$ cat src/rtl/opb_reg_pkg.sv
// Shared types and helpers for small OPB slave registers: the two-state
// acknowledge FSM, register word offsets and big-endian/little-endian
// bit-order conversion between OPB [0:31] buses and [31:0] words.
package opb_reg_pkg;

  typedef enum logic {
    ST_IDLE = 1'b0,
    ST_ACK  = 1'b1
  } opb_state_e;

  // Word offset width: enough for any window the 32-bit address can describe.
  localparam int OFF_W = 30;

  localparam logic [OFF_W-1:0] OFF_DATA   = 30'd0;
  localparam logic [OFF_W-1:0] OFF_COMMIT = 30'd1;

  // OPB bit 0 is the MSB; bit k of the bus becomes bit 31-k of the word.
  function automatic logic [31:0] opb_to_le(input logic [0:31] v);
    logic [31:0] r;
    for (int k = 0; k < 32; k++) r[31-k] = v[k];
    return r;
  endfunction

  function automatic logic [0:31] le_to_opb(input logic [31:0] v);
    logic [0:31] r;
    for (int k = 0; k < 32; k++) r[k] = v[31-k];
    return r;
  endfunction

endpackage

$ cat src/rtl/opb_slave_decode.sv
// OPB slave address decode and acknowledge FSM. A hit in IDLE moves to ACK,
// which lasts exactly one cycle; hits are ignored in ACK so a held select
// is acknowledged at most every second cycle.
module opb_slave_decode
  import opb_reg_pkg::*;
#(
  parameter logic [31:0] C_BASEADDR = 32'h01000700,
  parameter logic [31:0] C_HIGHADDR = 32'h010007FF
) (
  input  logic             clk,
  input  logic             rst_n,
  input  logic [31:0]      addr,
  input  logic             select,
  output logic             take,
  output logic [OFF_W-1:0] offset,
  output logic             xfer_ack
);

  opb_state_e state;
  logic       hit;

  assign hit    = select && (addr >= C_BASEADDR) && (addr <= C_HIGHADDR);
  assign offset = OFF_W'((addr - C_BASEADDR) >> 2);
  assign take   = hit && (state == ST_IDLE);

  // IDLE/ACK sequencing with the acknowledge registered alongside the state.
  always_ff @(posedge clk or negedge rst_n) begin
    if (!rst_n) begin
      state    <= ST_IDLE;
      xfer_ack <= 1'b0;
    end else begin
      case (state)
        ST_IDLE: begin
          if (hit) begin
            state    <= ST_ACK;
            xfer_ack <= 1'b1;
          end
        end
        ST_ACK: begin
          state    <= ST_IDLE;
          xfer_ack <= 1'b0;
        end
      endcase
    end
  end

endmodule

$ cat src/rtl/opb_register_ppc2simulink.sv
// OPB software register driving a 32-bit word into user fabric logic.
// Byte-enabled writes update user_data_out and pulse user_data_valid in the
// ack cycle; reads return the current value.
// Optional macro PPC2SIM_SHADOW_EN: offset 0 writes a shadow word and any
// write to offset 1 commits the shadow to user_data_out.
module opb_register_ppc2simulink
  import opb_reg_pkg::*;
#(
  parameter logic [31:0] C_BASEADDR   = 32'h01000700,
  parameter logic [31:0] C_HIGHADDR   = 32'h010007FF,
  parameter int          C_OPB_AWIDTH = 32,
  parameter int          C_OPB_DWIDTH = 32,
  parameter logic [31:0] C_RESET_VAL  = 32'h00000000
) (
  input  logic                    OPB_Clk,
  input  logic                    OPB_Rst_n,
  input  logic [0:C_OPB_AWIDTH-1] OPB_ABus,
  input  logic [0:3]              OPB_BE,
  input  logic [0:C_OPB_DWIDTH-1] OPB_DBus,
  input  logic                    OPB_RNW,
  input  logic                    OPB_select,
  input  logic                    OPB_seqAddr,
  output logic [0:C_OPB_DWIDTH-1] Sl_DBus,
  output logic                    Sl_errAck,
  output logic                    Sl_retry,
  output logic                    Sl_toutSup,
  output logic                    Sl_xferAck,
  output logic [31:0]             user_data_out,
  output logic                    user_data_valid
);

  logic [31:0]      addr_le;
  logic [31:0]      wdata_le;
  logic [31:0]      active_q;
  logic [31:0]      rd_word;
  logic [31:0]      rdata_p1;
  logic             vld_p1;
  logic             take;
  logic [OFF_W-1:0] offset;
  logic             unused_seq_addr;

  // Replace the lanes of old selected by BE; BE[0] is the most significant byte.
  function automatic logic [31:0] merge_bytes(input logic [31:0] old,
                                              input logic [31:0] wr,
                                              input logic [0:3]  be);
    logic [31:0] r;
    r = old;
    for (int i = 0; i < 4; i++)
      if (be[i]) r[31-8*i -: 8] = wr[31-8*i -: 8];
    return r;
  endfunction

  assign addr_le         = opb_to_le(OPB_ABus);
  assign wdata_le        = opb_to_le(OPB_DBus);
  assign unused_seq_addr = OPB_seqAddr;

  opb_slave_decode #(
    .C_BASEADDR (C_BASEADDR),
    .C_HIGHADDR (C_HIGHADDR)
  ) u_decode (
    .clk      (OPB_Clk),
    .rst_n    (OPB_Rst_n),
    .addr     (addr_le),
    .select   (OPB_select),
    .take     (take),
    .offset   (offset),
    .xfer_ack (Sl_xferAck)
  );

`ifdef PPC2SIM_SHADOW_EN
  logic [31:0] shadow_q;

  // Readback source per offset: shadow at the data slot, live value at commit.
  always_comb begin
    rd_word = '0;
    if (offset == OFF_DATA)        rd_word = shadow_q;
    else if (offset == OFF_COMMIT) rd_word = active_q;
  end

  // p0 -> p1: writes land in the shadow; a commit write publishes it.
  always_ff @(posedge OPB_Clk or negedge OPB_Rst_n) begin
    if (!OPB_Rst_n) begin
      shadow_q <= C_RESET_VAL;
      active_q <= C_RESET_VAL;
      vld_p1   <= 1'b0;
      rdata_p1 <= '0;
    end else begin
      vld_p1   <= 1'b0;
      rdata_p1 <= '0;
      if (take && !OPB_RNW) begin
        if (offset == OFF_DATA) begin
          shadow_q <= merge_bytes(shadow_q, wdata_le, OPB_BE);
        end else if (offset == OFF_COMMIT) begin
          active_q <= shadow_q;
          vld_p1   <= 1'b1;
        end
      end
      if (take && OPB_RNW) rdata_p1 <= rd_word;
    end
  end
`else
  // Readback source per offset: only the data slot is populated.
  always_comb begin
    rd_word = '0;
    if (offset == OFF_DATA)        rd_word = active_q;
    else if (offset == OFF_COMMIT) rd_word = '0;
  end

  // p0 -> p1: data-slot writes go straight to the fabric with a valid pulse.
  always_ff @(posedge OPB_Clk or negedge OPB_Rst_n) begin
    if (!OPB_Rst_n) begin
      active_q <= C_RESET_VAL;
      vld_p1   <= 1'b0;
      rdata_p1 <= '0;
    end else begin
      vld_p1   <= 1'b0;
      rdata_p1 <= '0;
      if (take && !OPB_RNW && (offset == OFF_DATA)) begin
        active_q <= merge_bytes(active_q, wdata_le, OPB_BE);
        vld_p1   <= 1'b1;
      end
      if (take && OPB_RNW) rdata_p1 <= rd_word;
    end
  end
`endif

  assign Sl_DBus         = le_to_opb(rdata_p1);
  assign Sl_errAck       = 1'b0;
  assign Sl_retry        = 1'b0;
  assign Sl_toutSup      = 1'b0;
  assign user_data_out   = active_q;
  assign user_data_valid = vld_p1;

endmodule

$ cat config.mk
export PLATFORM = sky130hd
export DESIGN_NAME = opb_register_ppc2simulink
export DESIGN_NICKNAME = d
export VERILOG_FILES = /design/src/rtl/opb_reg_pkg.sv /design/src/rtl/opb_slave_decode.sv /design/src/rtl/opb_register_ppc2simulink.sv
export SDC_FILE = /design/constraint.sdc
export NUM_CORES = 1
export LEC_CHECK = 0
export CORE_MARGIN = 2
export CORE_UTILIZATION = 40
export CTS_CLUSTER_DIAMETER = 80
export CTS_CLUSTER_SIZE = 12
export DETAILED_ROUTE_END_ITERATION = 10
export HOLD_SLACK_MARGIN = 0.15
export PLACE_DENSITY_LB_ADDON = 0.05
export SETUP_SLACK_MARGIN = 0.02
export SLEW_MARGIN = 5
export SYNTH_ARGS = -nofsm -noshare
export SYNTH_HDL_FRONTEND = slang
export SYNTH_SLANG_ARGS = --single-unit
$ cat constraint.sdc
create_clock -name OPB_Clk -period 5.2 [get_ports OPB_Clk]
set_input_delay 0.52 -clock OPB_Clk [delete_from_list [all_inputs] [get_ports OPB_Clk]]
set_output_delay 0.52 -clock OPB_Clk [all_outputs]
set_load 0.01 [all_outputs]
After elaboration in Yosys (flattened, before gate mapping)
Index checks and enable logic that the tools add are counted.
Word-level totals
  register bits after elaboration: 67
  logic and storage cells: 32
Cells by class
  $add $sub $neg: 1
  order comparisons: 2
  eq/ne operators: 1
  mux-type cells: 7
  bitwise operators: 1
  reductions and logical operators: 12
Operators by type and width (count)
  $mux 32: 2
  $ge 32x25->1 const B: 1
  $le 32x25->1 const B: 1
  $sub 32x25->32 const B: 1
  $logic_not 30->1: 1
  $reduce_and 2->1: 4
  $logic_and 1x1->1: 6
  $pmux 1 s2: 2
  $mux 1: 3
  $ne 2x1->1 const B: 1
  $logic_not 1->1: 1
  $not 1->1: 1

Logic depth before layout (Yosys ltp)
Gate-level depths: netlist of the first run.
  word-level depth: 7
  gate-level depth with buffers: 6
  gate-level depth less buffers: 5

Cells and area by module
From an unflattened synthesis of the first run, not the netlist that was laid out.
Unflattened totals
  cells, all modules: 258
  area, all modules: 3109.2 um2
Modules (own cells, without submodules)
  opb_register_ppc2simulink: instances 1, cells an instance 158, area an instance 2418.6 um2, sequential area each 1626.6 um2
  opb_slave_decode: instances 1, cells an instance 100, area an instance 690.7 um2, sequential area each 50.0 um2

Worst setup path before layout of the first run
No wires, ideal clock.
  path kind: input port to flip-flop
  from: input OPB_ABus[26] in the netlist's numbering
  to: register active_q[0] (netlist: user_data_out[0])
  library setup time: 125 ps
  arrival: 2428 ps
  data required time: 5075 ps
  slack: 2648 ps
  stages on the path: 5
  path buffers: 0
  path through: or4_1 -> a2111oi_4 -> nand4_4 -> nor3_4 -> mux2_2
Between the ends
  longest elaborated chain between the ends: 7
  elaborated cells between the ends (all ways): 10
  those cells by class: 1 x add/sub; 2 x order compare; 7 x reduce/logical
RTL lines
  from (decl): line opb_register_ppc2simulink.sv:17  | input logic [0:C_OPB_AWIDTH-1] OPB_ABus,
  branches (longest 5 deep; another with $sub 32x25->32)
  $logic_and 1x1->1 (*): line opb_register_ppc2simulink.sv:118  | if (take && !OPB_RNW && (offset == OFF_DATA)) begin
  $reduce_and 2->1 (no line) (*)
  to (signal assigned): line opb_register_ppc2simulink.sv:119  | active_q <= merge_bytes(active_q, wdata_le, OPB_BE);
  to (decl): line opb_register_ppc2simulink.sv:34  | logic [31:0] active_q;
Every way passes the cells marked *.
A chain may end at the register's enable or synchronous reset.

Worst setup path after layout of the first run
  from: input OPB_ABus[7] in the netlist's numbering
  to: register rdata_p1[14] (netlist: Sl_DBus[17])
Between the ends
  longest elaborated chain between the ends: 6
  elaborated cells between the ends (all ways): 10
  those cells by class: 1 x add/sub; 2 x order compare; 2 x mux; 5 x reduce/logical
RTL lines
  branches (longest 5 deep; another with $sub 32x25->32)
  $mux 32 (*): line opb_register_ppc2simulink.sv:122  | if (take && OPB_RNW) rdata_p1 <= rd_word;
  to (signal assigned): line opb_register_ppc2simulink.sv:122
  to (decl): line opb_register_ppc2simulink.sv:36  | logic [31:0] rdata_p1;
Marks and branches as above.

==> metrics.yaml, run 1 <==
yosys_most_used_dff: "dfrtp_1"
final_cells: 397
crit_type: "in2reg"
clk_pin_slew_ps: 70
multi_input_area_um2: 868
post_cts_buffers: 0
syn-mean-instance-area_um2: 15.0
p_leak_nw: 1.96
syn2layout_area_growth_pct: 64.9
post_drt_wl_per_cell_um: 14.2
cts_max_level: 3
vias_per_cell: 4.67
cp_slowest_stage_delay_ps: 800
grt_pass1_vias: 1913
vias: 1855
cts_hold_buffers: 0
synth.top_cell.area_share: 0.650
drt-total-wl_um: 5630
rsz0062_at_grt: "no"
min_path_type: "in2async"
first_pass_iters: 4
r2r_cells: 5
timing.final.crit_share: 0.575
max_slew_margin: 0.345
drv_slew: 0
fin_nets: 388
dp_hpwl_um: 4160
antenna_found_initial: 0
grt_usage: 0.168
worst_hold_slack_ps: 355
start_kind: "input port"
drc: 0
clk_latency_ps: 320
period_minus_slack_ps: 2990
crit_buf_inv: 1
drv_cap: 0
powerDensity_nw_per_um2: 262
reg2reg_to: "Sl_DBus[17]"
drt_iter0_drc: 51
synth_edf_count: 0
clockRootBuffer: "clkbuf_8"
synth.area.top_cells: "dfrtp_1, mux2_2, and2_1"
overflow: 0
cp.arrival_ps: 3250
grt_max_degree: 68
layout-drive-gt1-share: 0.181
regArea_um2: 1680
initial_utilization: 0.411
fp.dieW_um: 84.3
crit_start: "OPB_ABus[7]"
setup_violations: 0
path_delay_family: "simple AND/OR/NAND/NOR gates"
synth_area_um2: 2580
portBuffers: 135
finalSetupTns_ps: 0
ys_ff_latch: 67
io_pins: 142
die_h_um: 84.3
cp-end-kind: "register"
clock_sinks: 67
r2r_slack_ps: 2840
cts_tree: "built"
yosys_warnings: 0
clk_path_buf_depth: 2
final_common_cell: "clkdlybuf4s50_1"
fmax_mhz: 334
vdd.ir_drop.worst_mv: 0.182
r2r-start: "u_decode.state"
crit_end: "Sl_DBus[17]"
total_power_mw: 1.12
syn_inst: 172
gp_routability_congestion: 0.699
cp.depth: 6
grt_pass1_wl_um: 9250
drtAntennaViolNets: 0
critical_path.max_fanout: 32
core-area_um2: 6280
clock_skew_ps: 6.30
die_area_um2: 7100
path_cells: "clkdlybuf4s50_1, or3_2, a2111oi_4, and4bb_2, and3_1, and2_1"
synth_area_leader_cell: "dfrtp_1"
required_ps: 5450
dp_cells: 381
yosys.cell_types.count: 26
async_flop_share: 1.00
worstMarginPinSlew_ps: 983
rows: 29
cp_slowest_cell: "and3_1"
cts_buffers: 9
most-common-layout-cells: "clkdlybuf4s50_1, dfrtp_1, and2_1"
fillers: 483
antenna_cells: 0
synth_seq_area_share: 0.650
timing.final.hold_violations: 0
status: "completed"
cts_resized: 0
## routing by layer
| layer | part of all wire | GRT usage |
|---|---|---|
| met5 | 0 | 0 |
| met4 | 0.017 | 0.0689 |
| met3 | 0.10 | 0.0787 |
| met2 | 0.48 | 0.260 |
| met1 | 0.40 | 0.204 |
## Yosys cell counts, drive strengths merged, types with 2 or more instances
cell,instances
and2,34
inv,2
nand3b,4
dfrtp,67
nand3,3
nor3,6
clkbuf,3
buf,3
mux2,32
nor4,2
nor4b,2
## registers in the layout, summed over array words and instances, names as in the netlist
| name | cells |
|---|---|
| user_data_valid | 1 |
| Sl_DBus | 32 |
| u_decode.xfer_ack | 1 |
| u_decode.state | 1 |
| user_data_out | 32 |
## worst register-to-register path: stages (launching register included)
cell     delay [ps]
dfrtp_1         380
nor4b_1         350
nand3_1         160
nor3_1          290
and3_1          860
and2_1          250
## power breakdown
| part | switching [mW] | internal [mW] |
|---|---|---|
| sequential | 0.0000000138 | 0.521 |
| combinational | 0.0208 | 0.0476 |
| clock | 0.194 | 0.333 |
| total | 0.215 | 0.901 |
## how the worst min path moves through the flow
stage | from | end | slack, ps | depth (start not counted)
after floorplan | OPB_Rst_n | Sl_DBus[0] | 220 | 0
after global placement | u_decode.xfer_ack | u_decode.xfer_ack | 460 | 1
after detailed placement | u_decode.xfer_ack | u_decode.xfer_ack | 470 | 1
after CTS | OPB_Rst_n | Sl_DBus[25] | 390 | 2
after global routing | OPB_Rst_n | Sl_DBus[25] | 450 | 2
final | OPB_Rst_n | user_data_out[6] | 350 | 2
## stage by stage
step                      setup slack, ps  utilization  instance area (um^2)
final                                2210        0.677                  4250
after global routing                 2020        0.677                  4250
after CTS                            2150        0.677                  4250
after detailed placement             1810        0.638                  4000
after global placement               1820        0.638                  4000
after floorplan                      2650            -                  2590
## layout make-up
type | instances | share of cell area
Clock buffer | 10 | 0.0324
Clock inverter | 6 | 0.0262
Inverter | 2 | 0.00177
Multi-Input combinational cell | 99 | 0.204
Sequential cell | 67 | 0.394
Tap cell | 77 | 0.0227
Timing Repair Buffer | 136 | 0.318
## cells by family after synthesis
| logic type | count (synthesis) | share of synthesized area |
|---|---|---|
| DFF | 67 | 0.650 |
| and+or+nand+nor | 61 | 0.176 |
| muxes | 32 | 0.140 |
| buffers and inverters | 8 | 0.0160 |
| AOI/OAI and AO/OA | 3 | 0.0165 |
| other | 1 | 0.00145 |
Note: power is estimated with default switching activity, not from simulation.
==> run 2, diff against run 1 <==
--- a/config.mk
+++ b/config.mk
@@ -6,7 +6,7 @@
 export NUM_CORES = 1
 export LEC_CHECK = 0
 export CORE_MARGIN = 2
-export CORE_UTILIZATION = 40
+export CORE_UTILIZATION = 38
 export CTS_CLUSTER_DIAMETER = 80
 export CTS_CLUSTER_SIZE = 12
 export DETAILED_ROUTE_END_ITERATION = 10
==> constraint.sdc (replaced) <==
create_clock -name OPB_Clk -period 3.1 [get_ports OPB_Clk]
set_input_delay 0.31 -clock OPB_Clk [delete_from_list [all_inputs] [get_ports OPB_Clk]]
set_output_delay 0.31 -clock OPB_Clk [all_outputs]
set_load 0.01 [all_outputs]
==> run 2 against run 1 <==
  * Die area up 5.0%
  * Register-to-register slack worse by 1900 ps
  * Wire length down 0.20%
  * Sequential cell count unchanged
  * Clock skew up 4.3 ps
==> metrics.yaml, run 2 (same netlist as run 1, synthesis figures left out) <==
timing.final.hold_violations: 0
path_cells: "clkdlybuf4s50_1, or4_1, a2111oi_4, nand4_4, nor3_4, mux2_2"
drv_cap: 0
drt-total-wl_um: 5610
timing.final.crit_share: 0.819
worstMarginPinSlew_ps: 789
first_pass_iters: 4
clk_latency_ps: 330
post_drt_wl_per_cell_um: 13.8
fillers: 555
power.net_switching_mw: 0.346
share_comb_of_total_power: 0.071
r2r-start: "u_decode.state"
path_delay_family: "simple AND/OR/NAND/NOR gates"
switching_share: 0.209
core-area_um2: 6680
clockRootBuffer: "clkbuf_8"
crit_start: "OPB_ABus[26]"
total_power_mw: 1.65
multi_input_area_um2: 868
powerDensity_nw_per_um2: 389
final_common_cell: "clkdlybuf4s50_1"
max_slew_margin: 0.474
holdCritStartpoint: "u_decode.xfer_ack"
io_pins: 142
start_kind: "input port"
cp-end-kind: "register"
power.internal_mw: 1.31
drc: 0
cts_max_level: 3
clock_skew_ps: 10.6
overflow: 0
drt_iter0_drc: 37
antenna_found_initial: 0
drv_slew: 0
status: "completed"
grt_usage: 0.156
final_cells: 407
worst_hold_slack_ps: 486
crit_type: "in2reg"
fmax_mhz: 394
fp.dieW_um: 86.4
cp.arrival_ps: 2750
clock_sinks: 67
syn2layout_area_growth_pct: 64.8
die_area_um2: 7460
critical_path.max_fanout: 8
rows: 30
drtAntennaViolNets: 0
crit_buf_inv: 1
grt_pass1_wl_um: 8850
rsz0062_at_grt: "no"
grt_max_degree: 37
antenna_cells: 0
post_cts_buffers: 0
clk_path_buf_depth: 2
cts_tree: "built"
fin_nets: 395
finalSetupTns_ps: 0
regArea_um2: 1680
required_ps: 3310
vias_per_cell: 4.62
most-common-layout-cells: "clkdlybuf4s50_1, dfrtp_1, and2_1"
min_path_type: "reg2reg"
grt_pass1_vias: 1900
setup_violations: 0
gp_routability_congestion: 0.720
layout-drive-gt1-share: 0.196
initial_utilization: 0.386
dp_hpwl_um: 4380
cts_buffers: 9
cp_slowest_stage_delay_ps: 570
clk_pin_slew_ps: 70
pwr-share-seq: 0.528
clkPwrFrac: 0.400
cp_slowest_cell: "or4_1"
portBuffers: 135
period_minus_slack_ps: 2540
vdd.ir_drop.worst_mv: 0.209
dp_cells: 390
vias: 1881
die_h_um: 86.4
p_leak_nw: 1.97
-- run 2: final cells by class --
| cell class | instances | share of cell area |
|---|---|---|
| well taps | 80 | 0.0236 |
| repair buffers | 143 | 0.331 |
| inverters | 2 | 0.00177 |
| clock buffers | 12 | 0.0389 |
| flip-flops and latches | 67 | 0.394 |
| clock inverters | 4 | 0.00559 |
| multi-input cells | 99 | 0.204 |
-- run 2: metal layers --
| metal | vias to the layer above | global-route usage | share of wire |
|---|---|---|---|
| li1 | 887 | - | - |
| met3 | 7 | 0.0762 | 0.10 |
| met5 | - | 0 | 0 |
| met4 | 0 | 0.0511 | 0.014 |
| met2 | 92 | 0.245 | 0.48 |
| met1 | 895 | 0.188 | 0.40 |
-- run 2: worst paths after layout --
check	endpoint	slack, ps	cells after the start
max	user_data_out[23]	560	6
min reg2reg	u_decode.xfer_ack	490	1
max in group asynchronous	user_data_out[22]	1750	3
min	u_decode.xfer_ack	490	1
max reg2reg	user_data_out[23]	920	4
min in group asynchronous	user_data_out[5]	610	2
-- run 2: what timing repair did --
action,CTS,global route
hold buffers,1,0
resized for setup,0,0
endpoints found under the hold margin,34,0
-- run 2: through the flow --
stage | cell area, um^2 | setup slack [ps] | util
floorplan | 2590 | 758 | -
global placement | 4050 | 216 | 0.606
detailed placement | 4050 | 206 | 0.606
CTS | 4250 | 560 | 0.636
global route | 4250 | 455 | 0.636
finish | 4250 | 560 | 0.636
-- run 2: power groups by stage --
stage          Clock (mW)  Sequential [mW]  Combinational (mW)
5_1_grt             0.725            0.873               0.129
4_1_cts             0.685            0.874               0.121
3_3_place_gp            0            0.891               0.118
6_report            0.662            0.874               0.118
3_5_place_dp            0            0.891               0.119
2_1_floorplan           0            0.891              0.0129
-- run 2: worst reg2reg max path, cell delays in order, from the launching register on --
cell and delay [ps]:
dfrtp_1 380, nor4b_1 370, nand3_1 420, nor3_4 510, mux2_2 390
==> run 3, diff against run 2 <==
==> constraint.sdc (replaced) <==
create_clock -name OPB_Clk -period 2.6 [get_ports OPB_Clk]
set_input_delay 0.26 -clock OPB_Clk [delete_from_list [all_inputs] [get_ports OPB_Clk]]
set_output_delay 0.26 -clock OPB_Clk [all_outputs]
set_load 0.01 [all_outputs]
==> run 3 against run 2 <==
  * Total power grew 15%
  * Clock skew shrank 3.0 ps
  * Worst setup slack lost 380 ps
  * Sequential share of layout area shrank 0.50 points
  * Non-clock buffer count grew 3
  * Worst hold slack lost 21 ps
==> metrics.yaml, run 3 (same netlist as run 1, synthesis figures left out) <==
syn2layout_area_growth_pct: 67.0
io_pins: 142
grt_pass1_wl_um: 8800
fillers: 547
r2r_slack_ps: 650
required_ps: 2820
cp_slowest_cell: "or4_1"
crit_type: "in2reg"
drtAntennaViolNets: 0
critical_path.max_fanout: 8
timing.final.hold_violations: 0
r2r-start: "u_decode.state"
cp-end-kind: "register"
rsz0062_at_grt: "no"
drt-total-wl_um: 5710
setup_violations: 0
fin_nets: 398
clk_latency_ps: 340
clockRootBuffer: "clkbuf_8"
die_area_um2: 7460
drc: 0
p_leak_nw: 1.98
antenna_cells: 0
crit_buf_inv: 2
placed_cell_area_um2: 4140
powerDensity_nw_per_um2: 442
drv_cap: 0
clk_path_buf_depth: 2
cts_buffers: 9
overflow: 0
vdd.ir_drop.worst_mv: 0.272
post_drt_wl_per_cell_um: 14.0
vias: 1902
clock_skew_ps: 7.57
r2r_cells: 6
start_kind: "input port"
dp_cells: 393
grt_usage: 0.157
timing.final.crit_share: 0.930
fmax_mhz: 414
initial_utilization: 0.386
grt_pass1_vias: 1865
first_pass_iters: 4
final_cells: 409
drv_slew: 0
grt_max_degree: 68
total_power_mw: 1.90
cts_tree: "built"
gp_routability_congestion: 0.765
reg2reg_to: "Sl_DBus[23]"
die_h_um: 86.4
antenna_found_initial: 0
portBuffers: 135
path_cells: "clkdlybuf4s50_1, or4_1, a2111oi_4, nand4_4, nor3_4, buf_12, mux2_2"
final_common_cell: "clkdlybuf4s50_1"
worst_hold_slack_ps: 465
clk_pin_slew_ps: 70
crit_start: "OPB_ABus[26]"
period_minus_slack_ps: 2420
stdcell_area_um2: 4310
cts_max_level: 3
status: "completed"
crit_end: "user_data_out[10]"
rows: 30
dp_hpwl_um: 4270
cp_slowest_stage_delay_ps: 580
clock_sinks: 67
cts_resized: 0
utilization: 0.644
most-common-layout-cells: "clkdlybuf4s50_1, dfrtp_1, and2_1"
cp.arrival_ps: 2640
core-area_um2: 6680
drt_iter0_drc: 47
path_delay_family: "simple AND/OR/NAND/NOR gates"
layout-drive-gt1-share: 0.198
fp.dieW_um: 86.4
vias_per_cell: 4.65
regArea_um2: 1680
min_path_type: "in2async"
cp.depth: 7
multi_input_area_um2: 868
-- run 3: worst min-delay path by stage --
stage	startpoint	to	slack [ps]	cells after the start
detailed placement	OPB_Rst_n	Sl_DBus[30]	310	2
finish	OPB_Rst_n	Sl_DBus[30]	470	3
global route	OPB_Rst_n	Sl_DBus[30]	500	3
floorplan	OPB_Rst_n	Sl_DBus[0]	-40	0
global placement	OPB_Rst_n	user_data_out[5]	310	2
CTS	OPB_Rst_n	Sl_DBus[30]	480	3
-- run 3: what timing repair did --
| item | 4_1_cts | 5_1_grt |
|---|---|---|
| buffers inserted | 0 | 0 |
| hold buffers | 1 | 0 |
| hold endpoints to repair | 67 | 0 |
-- run 3: worst reg2reg max path, delay by kind of cell (launching register included) --
family / cells / cell delay [ps]
DFF: 1 / 390
buffers and inverters: 1 / 220
and+or+nand+nor: 5 / 1280
-- run 3: layout make-up --
| type | count | share of cell area |
|---|---|---|
| clock inverter | 5 | 0.00727 |
| sequential | 67 | 0.389 |
| timing repair buffer | 146 | 0.347 |
| tap | 80 | 0.0232 |
| inverter | 2 | 0.00174 |
| clock buffer | 10 | 0.0296 |
| multi-input combinational | 99 | 0.202 |
-- run 3: stage by stage --
stage                     setup WS [ps]  TNS [ps]
after floorplan                     308         0
after global placement             -172     -4960
after detailed placement           -194     -5410
after CTS                           176         0
after global routing               85.3         0
final                               182         0
-- run 3: power breakdown --
group,internal [mW],switching (mW),leakage [nW]
sequential,1.04,0.0000000299,0.937
combinational,0.100,0.0439,0.966
clock,0.337,0.382,0.0819
total,1.48,0.426,1.98
-- run 3: layer usage --
layer	GRT usage	vias to the layer above	wire length, um
met3	0.0781	8	554
met2	0.262	89	2840
met4	0.0554	0	82
li1	-	894	-
met1	0.173	911	2230
met5	0	-	0
